File: src/rtl/aidan_mcnay_operand_loader_pkg.sv
// Shared constants and FSM encoding for the operand loader.
// Also used by the prime core and the testbench.
package aidan_mcnay_operand_loader_pkg;

    localparam int NIBBLE_W  = 4;
    localparam int OPERAND_W = 16;
    localparam int NUM_NIB   = OPERAND_W / NIBBLE_W;
    localparam int CNT_W     = $clog2(NUM_NIB);

    typedef enum logic {
        COLLECT = 1'b0,
        FULL    = 1'b1
    } state_t;

endpackage

File: src/rtl/aidan_mcnay_operand_loader_if.sv
// Operand handshake between the loader (master) and the prime core (slave).
interface aidan_mcnay_operand_loader_if;
    import aidan_mcnay_operand_loader_pkg::*;

    logic [OPERAND_W-1:0] operand;
    logic                 operand_val;
    logic                 operand_rdy;

    modport master (
        output operand,
        output operand_val,
        input  operand_rdy
    );

    modport slave (
        input  operand,
        input  operand_val,
        output operand_rdy
    );

endinterface

File: src/rtl/aidan_mcnay_nibble_shifter.sv
// Shift-in register: each load pushes din into the LSBs.
// The oldest chunk ends up most significant.
module aidan_mcnay_nibble_shifter #(
    parameter int IN_W  = 4,
    parameter int OUT_W = 16
) (
    input  logic             clk,
    input  logic             rst,
    input  logic             load,
    input  logic [IN_W-1:0]  din,
    output logic [OUT_W-1:0] q
);

    always_ff @(posedge clk) begin
        if (rst) begin
            q <= '0;
        end else if (load) begin
            q <= {q[OUT_W-IN_W-1:0], din};
        end
    end

endmodule

File: src/rtl/aidan_mcnay_operand_loader.sv
// Assembles 16-bit operands from strobed nibbles.
// Hands each operand to the prime core over valid/ready.
module aidan_mcnay_operand_loader
    import aidan_mcnay_operand_loader_pkg::*;
(
    input  logic                clk,
    input  logic                rst,
    input  logic [NIBBLE_W-1:0] nibble_in,
    input  logic                strobe_pulse,
    aidan_mcnay_operand_loader_if.master op,
    output logic [CNT_W-1:0]    nib_count,
    output logic                overrun
);

    state_t               state;
    logic [NIBBLE_W-1:0]  nib_d1;
    logic                 val_q;
    logic                 xfer;
    logic                 load;
    logic [OPERAND_W-1:0] shreg;

    // A pulse in FULL is only taken if the core drains us in that cycle.
    assign xfer = (state == FULL) & val_q & op.operand_rdy;
    assign load = strobe_pulse & ((state == COLLECT) | xfer);

    aidan_mcnay_nibble_shifter #(
        .IN_W  (NIBBLE_W),
        .OUT_W (OPERAND_W)
    ) u_shifter (
        .clk  (clk),
        .rst  (rst),
        .load (load),
        .din  (nib_d1),
        .q    (shreg)
    );

    assign op.operand     = shreg;
    assign op.operand_val = val_q;

    always_ff @(posedge clk) begin
        if (rst) begin
            state     <= COLLECT;
            val_q     <= 1'b0;
            nib_count <= '0;
            overrun   <= 1'b0;
            nib_d1    <= '0;
        end else begin
            // Matches the detector's one-register pulse lag.
            nib_d1 <= nibble_in;
            unique case (state)
                COLLECT: begin
                    if (strobe_pulse) begin
                        if (nib_count == CNT_W'(NUM_NIB - 1)) begin
                            state     <= FULL;
                            val_q     <= 1'b1;
                            nib_count <= '0;
                        end else begin
                            nib_count <= nib_count + CNT_W'(1);
                        end
                    end
                end
                FULL: begin
                    if (xfer) begin
                        state     <= COLLECT;
                        val_q     <= 1'b0;
                        nib_count <= strobe_pulse ? CNT_W'(1) : '0;
                    end else if (strobe_pulse) begin
                        overrun <= 1'b1;
                    end
                end
                default: begin
                    state <= COLLECT;
                end
            endcase
        end
    end

endmodule

File: src/flat_wrapper.sv
// flat-port wrapper written by rule: the top's interface ports become plain ports
module aidan_mcnay_operand_loader_flat import aidan_mcnay_operand_loader_pkg::*;
  (clk, rst, nibble_in, strobe_pulse, nib_count, overrun, op_operand, op_operand_val, op_operand_rdy);
  aidan_mcnay_operand_loader_if op_i ();
  input  logic clk;
  input  logic rst;
  input  logic [NIBBLE_W-1:0] nibble_in;
  input  logic strobe_pulse;
  output logic [CNT_W-1:0] nib_count;
  output logic overrun;
  output wire logic [$bits(op_i.operand)-1:0] op_operand;
  output wire logic [$bits(op_i.operand_val)-1:0] op_operand_val;
  input wire logic [$bits(op_i.operand_rdy)-1:0] op_operand_rdy;
  assign op_operand = op_i.operand;
  assign op_operand_val = op_i.operand_val;
  assign op_i.operand_rdy = op_operand_rdy;
  aidan_mcnay_operand_loader u_core (.clk(clk), .rst(rst), .nibble_in(nibble_in), .strobe_pulse(strobe_pulse), .op(op_i), .nib_count(nib_count), .overrun(overrun));
endmodule
File: config.mk
export PLATFORM = sky130hd
export DESIGN_NAME = aidan_mcnay_operand_loader_flat
export DESIGN_NICKNAME = d
export VERILOG_FILES = /design/src/rtl/aidan_mcnay_operand_loader_pkg.sv /design/src/rtl/aidan_mcnay_operand_loader_if.sv /design/src/rtl/aidan_mcnay_nibble_shifter.sv /design/src/rtl/aidan_mcnay_operand_loader.sv /design/src/flat_wrapper.sv
export SDC_FILE = /design/constraint.sdc
export NUM_CORES = 1
export LEC_CHECK = 0
export BUFFER_PORTS_ARGS = -buffer_cell sky130_fd_sc_hd__buf_2
export CAP_MARGIN = 5
export CORE_ASPECT_RATIO = 0.8
export CORE_MARGIN = 5
export CORE_UTILIZATION = 40
export DETAILED_ROUTE_END_ITERATION = 6
export GPL_TIMING_DRIVEN = 0
export HOLD_SLACK_MARGIN = 0.05
export PLACE_DENSITY = 0.71
export SKIP_LAST_GASP = 1
export SYNTH_ARGS = -nofsm -noshare
export SYNTH_HDL_FRONTEND = slang
export SYNTH_SLANG_ARGS = --single-unit
File: constraint.sdc
create_clock -name clk -period 3.48 [get_ports clk]
set_input_delay 0.696 -clock clk [delete_from_list [all_inputs] [get_ports clk]]
set_output_delay 0.696 -clock clk [all_outputs]
set_load 0.03 [all_outputs]
* Word level (Yosys, flattened, before mapping)
Cells that the tools add are included.
** Storage, ports and cells
- RAM bits :: 0
- Output and inout bits :: 20
- Register bits :: 25
- Memories kept :: 0
- ROM bits :: 0
- Logic and storage cells :: 33
- Latch bits :: 0
- Bits of input ports :: 8
** Cells by class
- Eq/ne operators :: 4
- Reduce and logical (&&, ||, !) cells :: 3
- Multiply operators :: 0
- Bitwise operators :: 6
- Shift-type cells :: 0
- Divide/modulo/power cells :: 0
- Muxes and demuxes :: 13
- $lt $le $gt $ge :: 0
- Add/subtract/negate cells :: 1
** Operators with widths (number)
- two-way mux 1 bit :: 7
- two-way mux 2 bit :: 3
- inequality test 2 bit (second input constant) :: 3
- AND reduction 3 bit :: 2
- one-hot mux 1 bit (2 select lines) :: 2
- one-hot mux 2 bit (2 select lines) :: 1
- bitwise AND 1 bit :: 3
- adder 2 x 1 -> 2 bit (second input constant) :: 1
- == test 2 bit (second input constant) :: 1
- inverter 1 bit :: 2
- AND reduction 2 bit :: 1
- bitwise OR 1 bit :: 1

* Depth between registers and ports, before layout
Gate-level depths: netlist of run 1.
- Depth after elaboration :: 4
- Depth in mapped cells :: 5
- Depth with buffers taken out :: 3

* Hierarchy
From an unflattened synthesis of run 1, not the netlist that was laid out.
** Unflattened totals
- Cells, all modules :: 87
- Area total of the unflattened synthesis :: 927.1 um^2
** By module, submodules not included
- aidan_mcnay_nibble_shifter :: cells each 52, instances 1, area an instance 580.6 um^2, seq. area each 320.3 um^2
- aidan_mcnay_operand_loader :: cells each 35, instances 1, area an instance 346.6 um^2, seq. area each 180.2 um^2

* Worst setup path after synthesis of run 1
Ideal clock, no wire load.
- Path type :: input to register
- Start :: input op_operand_rdy
- End :: register u_core.u_shifter.q[10]
- Path slack :: 1943 ps
- Library setup time :: 120 ps
- Arrival :: 1418 ps
- Stages on the path :: 5
- Path through :: a21bo_2 and2_4 buf_6 buf_12 mux2i_1
** Between the ends
- Cells in the longest elaborated chain, start to end :: 3
** Ends and longest elaborated chain
- from (decl) :: line flat_wrapper.sv:13 : input wire logic [$bits(op_i.operand_rdy)-1:0] op_operand_rdy;
- bitwise AND 1 bit :: line aidan_mcnay_operand_loader.sv:23 : assign xfer = (state == FULL) & val_q & op.operand_rdy;
- bitwise OR 1 bit :: line aidan_mcnay_operand_loader.sv:24 : assign load = strobe_pulse & ((state == COLLECT) | xfer);
- bitwise AND 1 bit :: line aidan_mcnay_operand_loader.sv:24
- to (signal assigned) :: line aidan_mcnay_nibble_shifter.sv:18 : q <= {q[OUT_W-IN_W-1:0], din};
- to (decl) :: line aidan_mcnay_nibble_shifter.sv:11 : output logic [OUT_W-1:0] q
No other way between the ends.
A chain may end at the register's enable or synchronous reset.

* Worst setup path after layout of run 1
- Start :: register u_core.val_q, in the netlist u_core.op.operand_val
- End :: output op_operand_val
** RTL lines
- from (decl) :: line aidan_mcnay_operand_loader.sv:17 : logic val_q;
- from (signal assigned) :: line aidan_mcnay_operand_loader.sv:43 : val_q <= 1'b0;
- from (signal assigned) :: line aidan_mcnay_operand_loader.sv:55 : val_q <= 1'b1;
- from (signal assigned) :: line aidan_mcnay_operand_loader.sv:65 : val_q <= 1'b0;
- to (decl) :: line flat_wrapper.sv:12 : output wire logic [$bits(op_i.operand_val)-1:0] op_operand_val;
No word-level cell between the ends.

==> results.yml, run 1 <==
placed_design:
  pre_cts_ws_ps: 1760
  portBuffers: 26
  gp_congestion: 0.647
  dpl.hpwl_um: 1300
logic_synthesis:
  ys_types: 18
  syn_area_per_cell_sq_um: 10.8
  synth-seq-area-share_pct: 51.3
  ys_warn_count: 0
  synthesis.area_sq_um: 975
  synthCells: 90
  yosys.area.top_type: "dfxtp_1"
  yosys.area.top_type_share_pct: 51.3
  synth_area_leaders: "dfxtp_1, mux2i_1, nand2b_1"
  ys_ff_latch: 25
  synth_nets: 99
global_route:
  track_usage_pct: 10.7
  antenna_found_initial: 0
  grt_first_pass_wirelength_um: 2840
  grt-ovfl-total: 0
  grt_pass1_vias: 649
  grt_max_degree: 14
sta:
  tightest_slew_ps: 422
  rsz0062_at_grt: "no"
  setup_viol: 0
  fin_hold_ws_ps: 466
  setup_ws_ps: 1850
  period_needed_ps: 1630
  maxSlewHeadroom_pct: 71.8
  fin_crit_sh_pct: 46.7
  finalClockSkew_ps: 2.08
  slew_viol_final: 0
  tns_ps: 0
  hold_viol_final: 0
  max_freq_mhz: 615
routing:
  wirelength_um: 1740
  drc_errors: 0
  viasPerCell: 4.73
  antenna_left: 0
  wl_per_cell_um: 11.8
  firstDrtPassIters: 4
  vias: 695
  drt-initial-drc-count: 12
cts:
  ctsResizeCount: 0
  clkTransAtPathRegs_ps: 120
  htree_num_levels: 1
  post_cts_buffers: 0
  cts_buffers: 3
  ctsRootBufferMaster: "clkbuf_4"
  clk_latency_ps: 310
  postCtsHoldBufs: 0
  clock_sinks: 25
  cts_tree: "built"
  clockBufferDepth: 2
cells_and_area:
  areaGrowthSynthToFinish_pct: 19.5
  fin_util_pct: 48.9
  final_common_cell: "buf_2"
  final_cell_mix: "buf_2, dfxtp_1, nand2b_1"
  final_layout_size_suffix_gt1_share_pct: 27.5
  fillers: 224
  nets: 130
  antenna_cells: 0
critical_path:
  cp.arrival_ps: 930
  crit_fanout: 5
  cpMaxStageDelayCell: "dfxtp_1"
  reg2reg_from: "u_core.state"
  crit_chain: "buf_2"
  criticalPathCategory: "register to output port"
  cp.buffers_inverters: 1
  ff2ff_path_depth: 5
  r2r_end: "u_core.u_shifter.q[9]"
  critical-path-max-stage-delay_ps: 400
  critical-path-top-delay-family: "flip-flops"
  rrSetupSlack_ps: 2140
  worst_ep_required_time_ps: 2780
  startpoint_type: "register"
  endpoint_kind: "output port"
power:
  powerDensity_nw_per_um2: 412
  finalPower_w: 0.000480
  vdd_drop_max_mv: 0.270
  power_leakage_nw: 0.553
worst_hold_path:
  hold_depth: 2
  min_from: "u_core.nib_d1[2]"
  hold_path_class: "register to register"
  hold_end: "u_core.u_shifter.q[2]"
floorplan:
  ios: 28
  core-area_sq_um: 2380
  initial_core_util_pct: 40.9
  die_h_um: 54.2
  die-area_sq_um: 3530
  die_w_um: 65.2
  rows: 16
outcome:
  outcome: "finished clean"
job:
  timing.max_cap.violations: 0
[state kept, by name (all words and copies together) (netlist names)]
name,count
u_core.u_shifter.q,16
u_core.nib_d1,4
u_core.nib_count,2
u_core.op.operand_val,1
u_core.overrun,1
u_core.state,1
[through the flow]
step                area, sq um  std cells
finish                     1160        147
global route               1160        147
CTS                        1160        147
detailed placement         1140        143
global placement           1140        143
floorplan                   975         90
[synth_stat cells, drive strengths merged]
cell and number:
buf 2, clkbuf 3, ha 1, nor2b 4
o21ai 1, a21bo 1, and2b 1, a21oi 5
o211a 1, mux2i 16, and2 1, a21boi 1
nand2b 20, dfxtp 25, nand2 5, nor2 2
nand4b 1
[where the power goes]
group / internal, W / total, W / switching (W)
combinational: 0.0000250 / 0.0000559 / 0.0000309
clock: 0.0000448 / 0.000125 / 0.0000802
sequential: 0.000295 / 0.000299 / 0.00000428
total: 0.000364 / 0.000480 / 0.000115
[how the worst max path moves through the flow]
stage	startpoint	slack, ps	to	cells after the start
6_report	u_core.op.operand_val	1850	op_operand_val	1
5_1_grt	u_core.op.operand_val	1780	op_operand_val	1
4_1_cts	u_core.nib_count[0]	1840	nib_count[0]	1
3_5_place_dp	op_operand_rdy	1760	u_core.u_shifter.q[9]	6
3_3_place_gp	op_operand_rdy	1770	u_core.u_shifter.q[9]	6
2_1_floorplan	op_operand_rdy	1940	u_core.u_shifter.q[10]	5
[layout make-up]
class	count	area (sq um)	share of cell area, %
Buffer	5	42.5	3.65
Clock buffer	4	26.3	2.26
Timing Repair Buffer	26	130	11.2
Tap cell	27	33.8	2.90
Sequential cell	25	500	43.0
Multi-Input combinational cell	60	432	37.1
[logic make-up after synthesis]
logic type,Yosys count,share of synthesized area [%]
AO/OA/AOI/OAI,9,5.90
adder cells (fa/ha/maj),1,1.28
buffers and inverters,5,4.36
flip-flops,25,51.3
multiplexers,16,16.4
AND/OR/NAND/NOR,34,20.7
[layer usage]
metal,part of all wire (%),GRT usage (%),vias up
met5,0,0,-
met4,0.69,3.10,0
met3,5.5,4.59,2
met2,48,18.7,14
met1,46,12.0,318
li1,-,-,361
(Power assumes the default switching activity.)
==> run 2, diff against run 1 <==
--- a/config.mk
+++ b/config.mk
@@ -13,7 +13,7 @@
 export DETAILED_ROUTE_END_ITERATION = 6
 export GPL_TIMING_DRIVEN = 0
 export HOLD_SLACK_MARGIN = 0.05
-export PLACE_DENSITY = 0.71
+export PLACE_DENSITY = 0.74
 export SKIP_LAST_GASP = 1
 export SYNTH_ARGS = -nofsm -noshare
 export SYNTH_HDL_FRONTEND = slang
==> constraint.sdc (replaced) <==
create_clock -name clk -period 1.4 [get_ports clk]
set_input_delay 0.28 -clock clk [delete_from_list [all_inputs] [get_ports clk]]
set_output_delay 0.28 -clock clk [all_outputs]
set_load 0.03 [all_outputs]
==> run 2 against run 1 <==
Compared with the run above: via count is 4.6% lower; largest power group unchanged; setup slack worse by 1700 ps; largest cell class unchanged; routed wire length is 0.92% higher; hold slack worse by 300 ps.
==> results.yml, run 2 (same netlist as run 1, synthesis figures left out) <==
cts:
  cts_tree: "built"
  clockBufferDepth: 2
  post_cts_buffers: 0
  ctsRootBufferMaster: "clkbuf_4"
  htree_num_levels: 1
  clkTransAtPathRegs_ps: 130
  postCtsHoldBufs: 0
  clock_sinks: 25
  cts_buffers: 3
  clk_latency_ps: 310
  ctsResizeCount: 0
routing:
  met3WireLength_um: 89
  drt-initial-drc-count: 3
  wl_met2_um: 825
  drc_errors: 0
  wl_per_cell_um: 11.9
  viasPerCell: 4.51
  wirelength_um: 1750
  vias: 663
  antenna_left: 0
  maxUsedRoutingLayer: "met4"
  firstDrtPassIters: 3
  wirelength_met1_um: 822
power:
  vdd_drop_max_mv: 0.464
  switching_share_pct: 24.7
  power_frac_seq_pct: 62.1
  powerDensity_nw_per_um2: 1030
  p_int_w: 0.000902
  p_sw_w: 0.000295
  power_frac_clock_pct: 26.2
  p_comb_share_pct: 11.7
  power_leakage_nw: 0.556
cells_and_area:
  final_cell_mix: "buf_2, dfxtp_1, nand2b_1"
  nets: 130
  final_common_cell: "buf_2"
  largest-register: "u_core.u_shifter.q"
  fillers: 216
  largest_reg_flops: 16
  antenna_cells: 0
  multi_input_area_sq_um: 432
  reg_top3: "u_core.u_shifter.q (16), u_core.nib_d1 (4), u_core.nib_count (2)"
  regArea_sq_um: 502
  areaGrowthSynthToFinish_pct: 19.8
  final_layout_size_suffix_gt1_share_pct: 29.2
global_route:
  track_usage_pct: 10.4
  grt_first_pass_wirelength_um: 2800
  grt_max_degree: 15
  grt_pass1_vias: 634
  grt-ovfl-total: 0
  antenna_found_initial: 0
critical_path:
  criticalPathCategory: "register to register"
  startpoint_type: "register"
  crit_fanout: 10
  endpoint_kind: "register"
  cp.buffers_inverters: 2
  worst_ep_required_time_ps: 1610
  cp.arrival_ps: 1500
  cpMaxStageDelayCell: "dfxtp_2"
  crit_chain: "a21bo_2, and2_4, buf_6, buf_12, mux2i_1"
  critical-path-top-delay-family: "flip-flops"
  critical-path-max-stage-delay_ps: 390
sta:
  setup_viol: 0
  max_freq_mhz: 776
  finalClockSkew_ps: 2.04
  setup_ws_ps: 111
  tns_ps: 0
  period_needed_ps: 1290
  rsz0062_at_grt: "no"
  maxSlewHeadroom_pct: 72.1
  tightest_slew_ps: 419
  fin_crit_sh_pct: 92.1
  hold_viol_final: 0
  slew_viol_final: 0
placed_design:
  pre_cts_ws_ps: 89.0
  portBuffers: 26
  dpl.hpwl_um: 1360
  gp_congestion: 0.711
job:
  timing.max_cap.violations: 0
floorplan:
  ios: 28
  rows: 16
  initial_core_util_pct: 40.9
  core-area_sq_um: 2380
  die_h_um: 54.2
  die_w_um: 65.2
  die-area_sq_um: 3530
outcome:
  outcome: "finished clean"
worst_hold_path:
  hold_path_class: "input port to register"
run 2: power groups by stage:
stage               logic [W]  clock network (W)  registers, W
finish               0.000140           0.000313      0.000743
global route         0.000151           0.000363      0.000747
CTS                  0.000141           0.000323      0.000744
detailed placement   0.000141                  0      0.000759
global placement     0.000138                  0      0.000758
floorplan           0.0000749                  0      0.000787
run 2: worst paths after layout:
check | from | end | slack [ps] | depth (start not counted)
hold / removal | nibble_in[3] | u_core.nib_d1[3] | 170 | 2
setup reg to reg | u_core.state | u_core.u_shifter.q[8] | 110 | 5
hold reg to reg | u_core.nib_d1[1] | u_core.u_shifter.q[1] | 460 | 2
setup / recovery | u_core.state | u_core.u_shifter.q[8] | 110 | 5
run 2: metrics by stage:
stage / util [%] / std cells / instance area, sq um / hold slack [ps] / total power [W]
after floorplan: - / 90 / 975 / 408 / 0.000862
after global placement: 47.8 / 143 / 1140 / 444 / 0.000896
after detailed placement: 47.8 / 143 / 1140 / 448 / 0.000900
after CTS: 48.9 / 147 / 1170 / 162 / 0.00121
after global routing: 49.0 / 147 / 1170 / 142 / 0.00126
final: 49.0 / 147 / 1170 / 167 / 0.00120
run 2: metal layers:
metal / vias up / track usage (%)
li1: 359 / -
met3: 2 / 1.88
met2: 15 / 17.1
met4: 0 / 4.14
met5: - / 0
met1: 287 / 13.5
run 2: final cells by class:
cell class | count | share of cell area [%]
Sequential cell | 25 | 43.0
Multi-Input combinational cell | 60 | 37.0
Tap cell | 27 | 2.89
Clock buffer | 3 | 1.93
Timing Repair Buffer | 26 | 11.1
Buffer | 5 | 3.64
Clock inverter | 1 | 0.429
run 2: worst reg2reg max path: stages, from the launching register on:
cell,delay (ps)
dfxtp_2,390
a21bo_2,250
and2_4,160
buf_6,130
buf_12,150
mux2i_1,120
==> run 3, diff against run 2 <==
--- a/config.mk
+++ b/config.mk
@@ -8,8 +8,9 @@
 export BUFFER_PORTS_ARGS = -buffer_cell sky130_fd_sc_hd__buf_2
 export CAP_MARGIN = 5
 export CORE_ASPECT_RATIO = 0.8
-export CORE_MARGIN = 5
+export CORE_MARGIN = 4
 export CORE_UTILIZATION = 40
+export CTS_BUF_LIST = sky130_fd_sc_hd__clkbuf_4 sky130_fd_sc_hd__clkbuf_8
 export DETAILED_ROUTE_END_ITERATION = 6
 export GPL_TIMING_DRIVEN = 0
 export HOLD_SLACK_MARGIN = 0.05
==> run 3 against run 2 <==
Compared with the run above: die area is 6.6% lower; via count grew 3.5%; first-iteration DRC count rose to 9.3 times the previous value; largest power group unchanged; largest cell class unchanged; critical endpoint is now u_core.u_shifter.q[12].
==> results.yml, run 3 (same netlist as run 1, synthesis figures left out) <==
outcome:
  outcome: "finished clean"
floorplan:
  rows: 15
  die_h_um: 52.2
  die-area_sq_um: 3300
  ios: 28
  core-area_sq_um: 2230
  initial_core_util_pct: 43.6
  die_w_um: 63.2
cells_and_area:
  largest-register: "u_core.u_shifter.q"
  areaGrowthSynthToFinish_pct: 19.4
  final_common_cell: "buf_2"
  largest_reg_flops: 16
  final_area_sq_um: 1160
  final_layout_size_suffix_gt1_share_pct: 28.3
  reg_top3: "u_core.u_shifter.q (16), u_core.nib_d1 (4), u_core.nib_count (2)"
  antenna_cells: 0
  nets: 130
  final_cell_mix: "buf_2, dfxtp_1, nand2b_1"
cts:
  postCtsHoldBufs: 0
  post_cts_buffers: 0
  cts_buffers: 3
  ctsRootBufferMaster: "clkbuf_4"
  htree_num_levels: 1
  clock_sinks: 25
  clkTransAtPathRegs_ps: 130
  clk_latency_ps: 310
  ctsResizeCount: 0
  cts_tree: "built"
  clockBufferDepth: 2
routing:
  viasPerCell: 4.73
  firstDrtPassIters: 4
  antenna_left: 0
  drc_errors: 0
  wirelength_um: 1680
  wl_per_cell_um: 11.6
  vias: 686
  drt-initial-drc-count: 28
power:
  power_frac_seq_pct: 62.5
  switching_share_pct: 24.2
  power_leakage_nw: 0.555
  powerDensity_nw_per_um2: 1020
  p_sw_w: 0.000288
  power_frac_clock_pct: 25.8
  vdd_drop_max_mv: 0.574
  p_comb_share_pct: 11.7
  p_int_w: 0.000901
sta:
  period_needed_ps: 1340
  rsz0062_at_grt: "no"
  hold_viol_final: 0
  maxSlewHeadroom_pct: 72.5
  max_freq_mhz: 746
  slew_viol_final: 0
  tightest_slew_ps: 412
  tns_ps: 0
  setup_viol: 0
  finalClockSkew_ps: 3.79
  fin_crit_sh_pct: 95.8
global_route:
  grt_pass1_vias: 663
  track_usage_pct: 11.8
  grt_first_pass_wirelength_um: 3020
  antenna_found_initial: 0
  met3_usage_pct: 5.40
  use_met2_pct: 18.7
  grt_max_degree: 15
  grt-ovfl-total: 0
  grtUsageMet1_pct: 15.0
  grt-busiest-layer: "met2"
critical_path:
  crit_chain: "a21bo_2, and2_4, buf_6, buf_12, mux2i_1"
  endpoint_kind: "register"
  ff2ff_path_depth: 5
  cp.arrival_ps: 1550
  worst_ep_required_time_ps: 1610
  crit_fanout: 10
  criticalPathCategory: "register to register"
  cp-startpoint: "u_core.state"
  startpoint_type: "register"
  cp.buffers_inverters: 2
  cpMaxStageDelayCell: "dfxtp_1"
  critical-path-max-stage-delay_ps: 430
  critical-path-top-delay-family: "flip-flops"
  reg2reg_from: "u_core.state"
  critical_path_depth: 5
worst_hold_path:
  hold_path_class: "input port to register"
  hold_depth: 2
  min_from: "nibble_in[1]"
placed_design:
  portBuffers: 26
  dpl.hpwl_um: 1310
  dpl_cell_area_sq_um: 1140
  gp_congestion: 0.765
job:
  timing.max_cap.violations: 0
[run 3: cell types whose count changed in the layout (fill, tap and decap cells not counted)]
cell	change
dfxtp_1	+1
dfxtp_2	-1
[run 3: power by group through the flow]
stage	sequential [W]	combinational [W]	clock (W)
6_report	0.000744	0.000139	0.000306
5_1_grt	0.000748	0.000151	0.000357
4_1_cts	0.000744	0.000141	0.000325
3_5_place_dp	0.000760	0.000140	0
3_3_place_gp	0.000759	0.000138	0
2_1_floorplan	0.000787	0.0000749	0
[run 3: worst reg2reg max path, delay by kind of cell (launching register included)]
family | cells | cell delay, ps
mux | 1 | 120
buf+inv | 2 | 270
simple gates | 1 | 160
compound gates | 1 | 270
flops | 1 | 430
[run 3: metrics by stage]
stage	power, W	util [%]	hold slack (ps)	instances	setup slack [ps]
2_1_floorplan	0.000862	-	408	90	56.1
3_3_place_gp	0.000897	50.9	448	141	106
3_5_place_dp	0.000900	50.9	452	141	78.5
4_1_cts	0.00121	52.1	152	145	55.8
5_1_grt	0.00126	52.1	140	145	2.49
6_report	0.00119	52.1	165	145	58.6
[run 3: final cells by class]
cell class / instances / area, sq um
buffer: 5 / 42.5
clock buffer: 3 / 22.5
clock inverter: 1 / 5.00
tap: 25 / 31.3
fill: 210 / 1070
sequential: 25 / 500
multi-input combinational: 60 / 432
timing repair buffer: 26 / 130
[run 3: path summary, 6_finish.rpt]
| kind | slack [ps] | endpoint |
|---|---|---|
| worst max-delay path | 60 | u_core.u_shifter.q[12] |
| worst max register to register | 60 | u_core.u_shifter.q[12] |
| worst min-delay path | 160 | u_core.nib_d1[1] |
| worst min register to register | 470 | u_core.u_shifter.q[3] |
[run 3: routing by layer]
metal,up-vias,wire length (um)
li1,357,-
met1,308,831
met2,19,727
met3,2,112
met4,0,8
met5,-,0
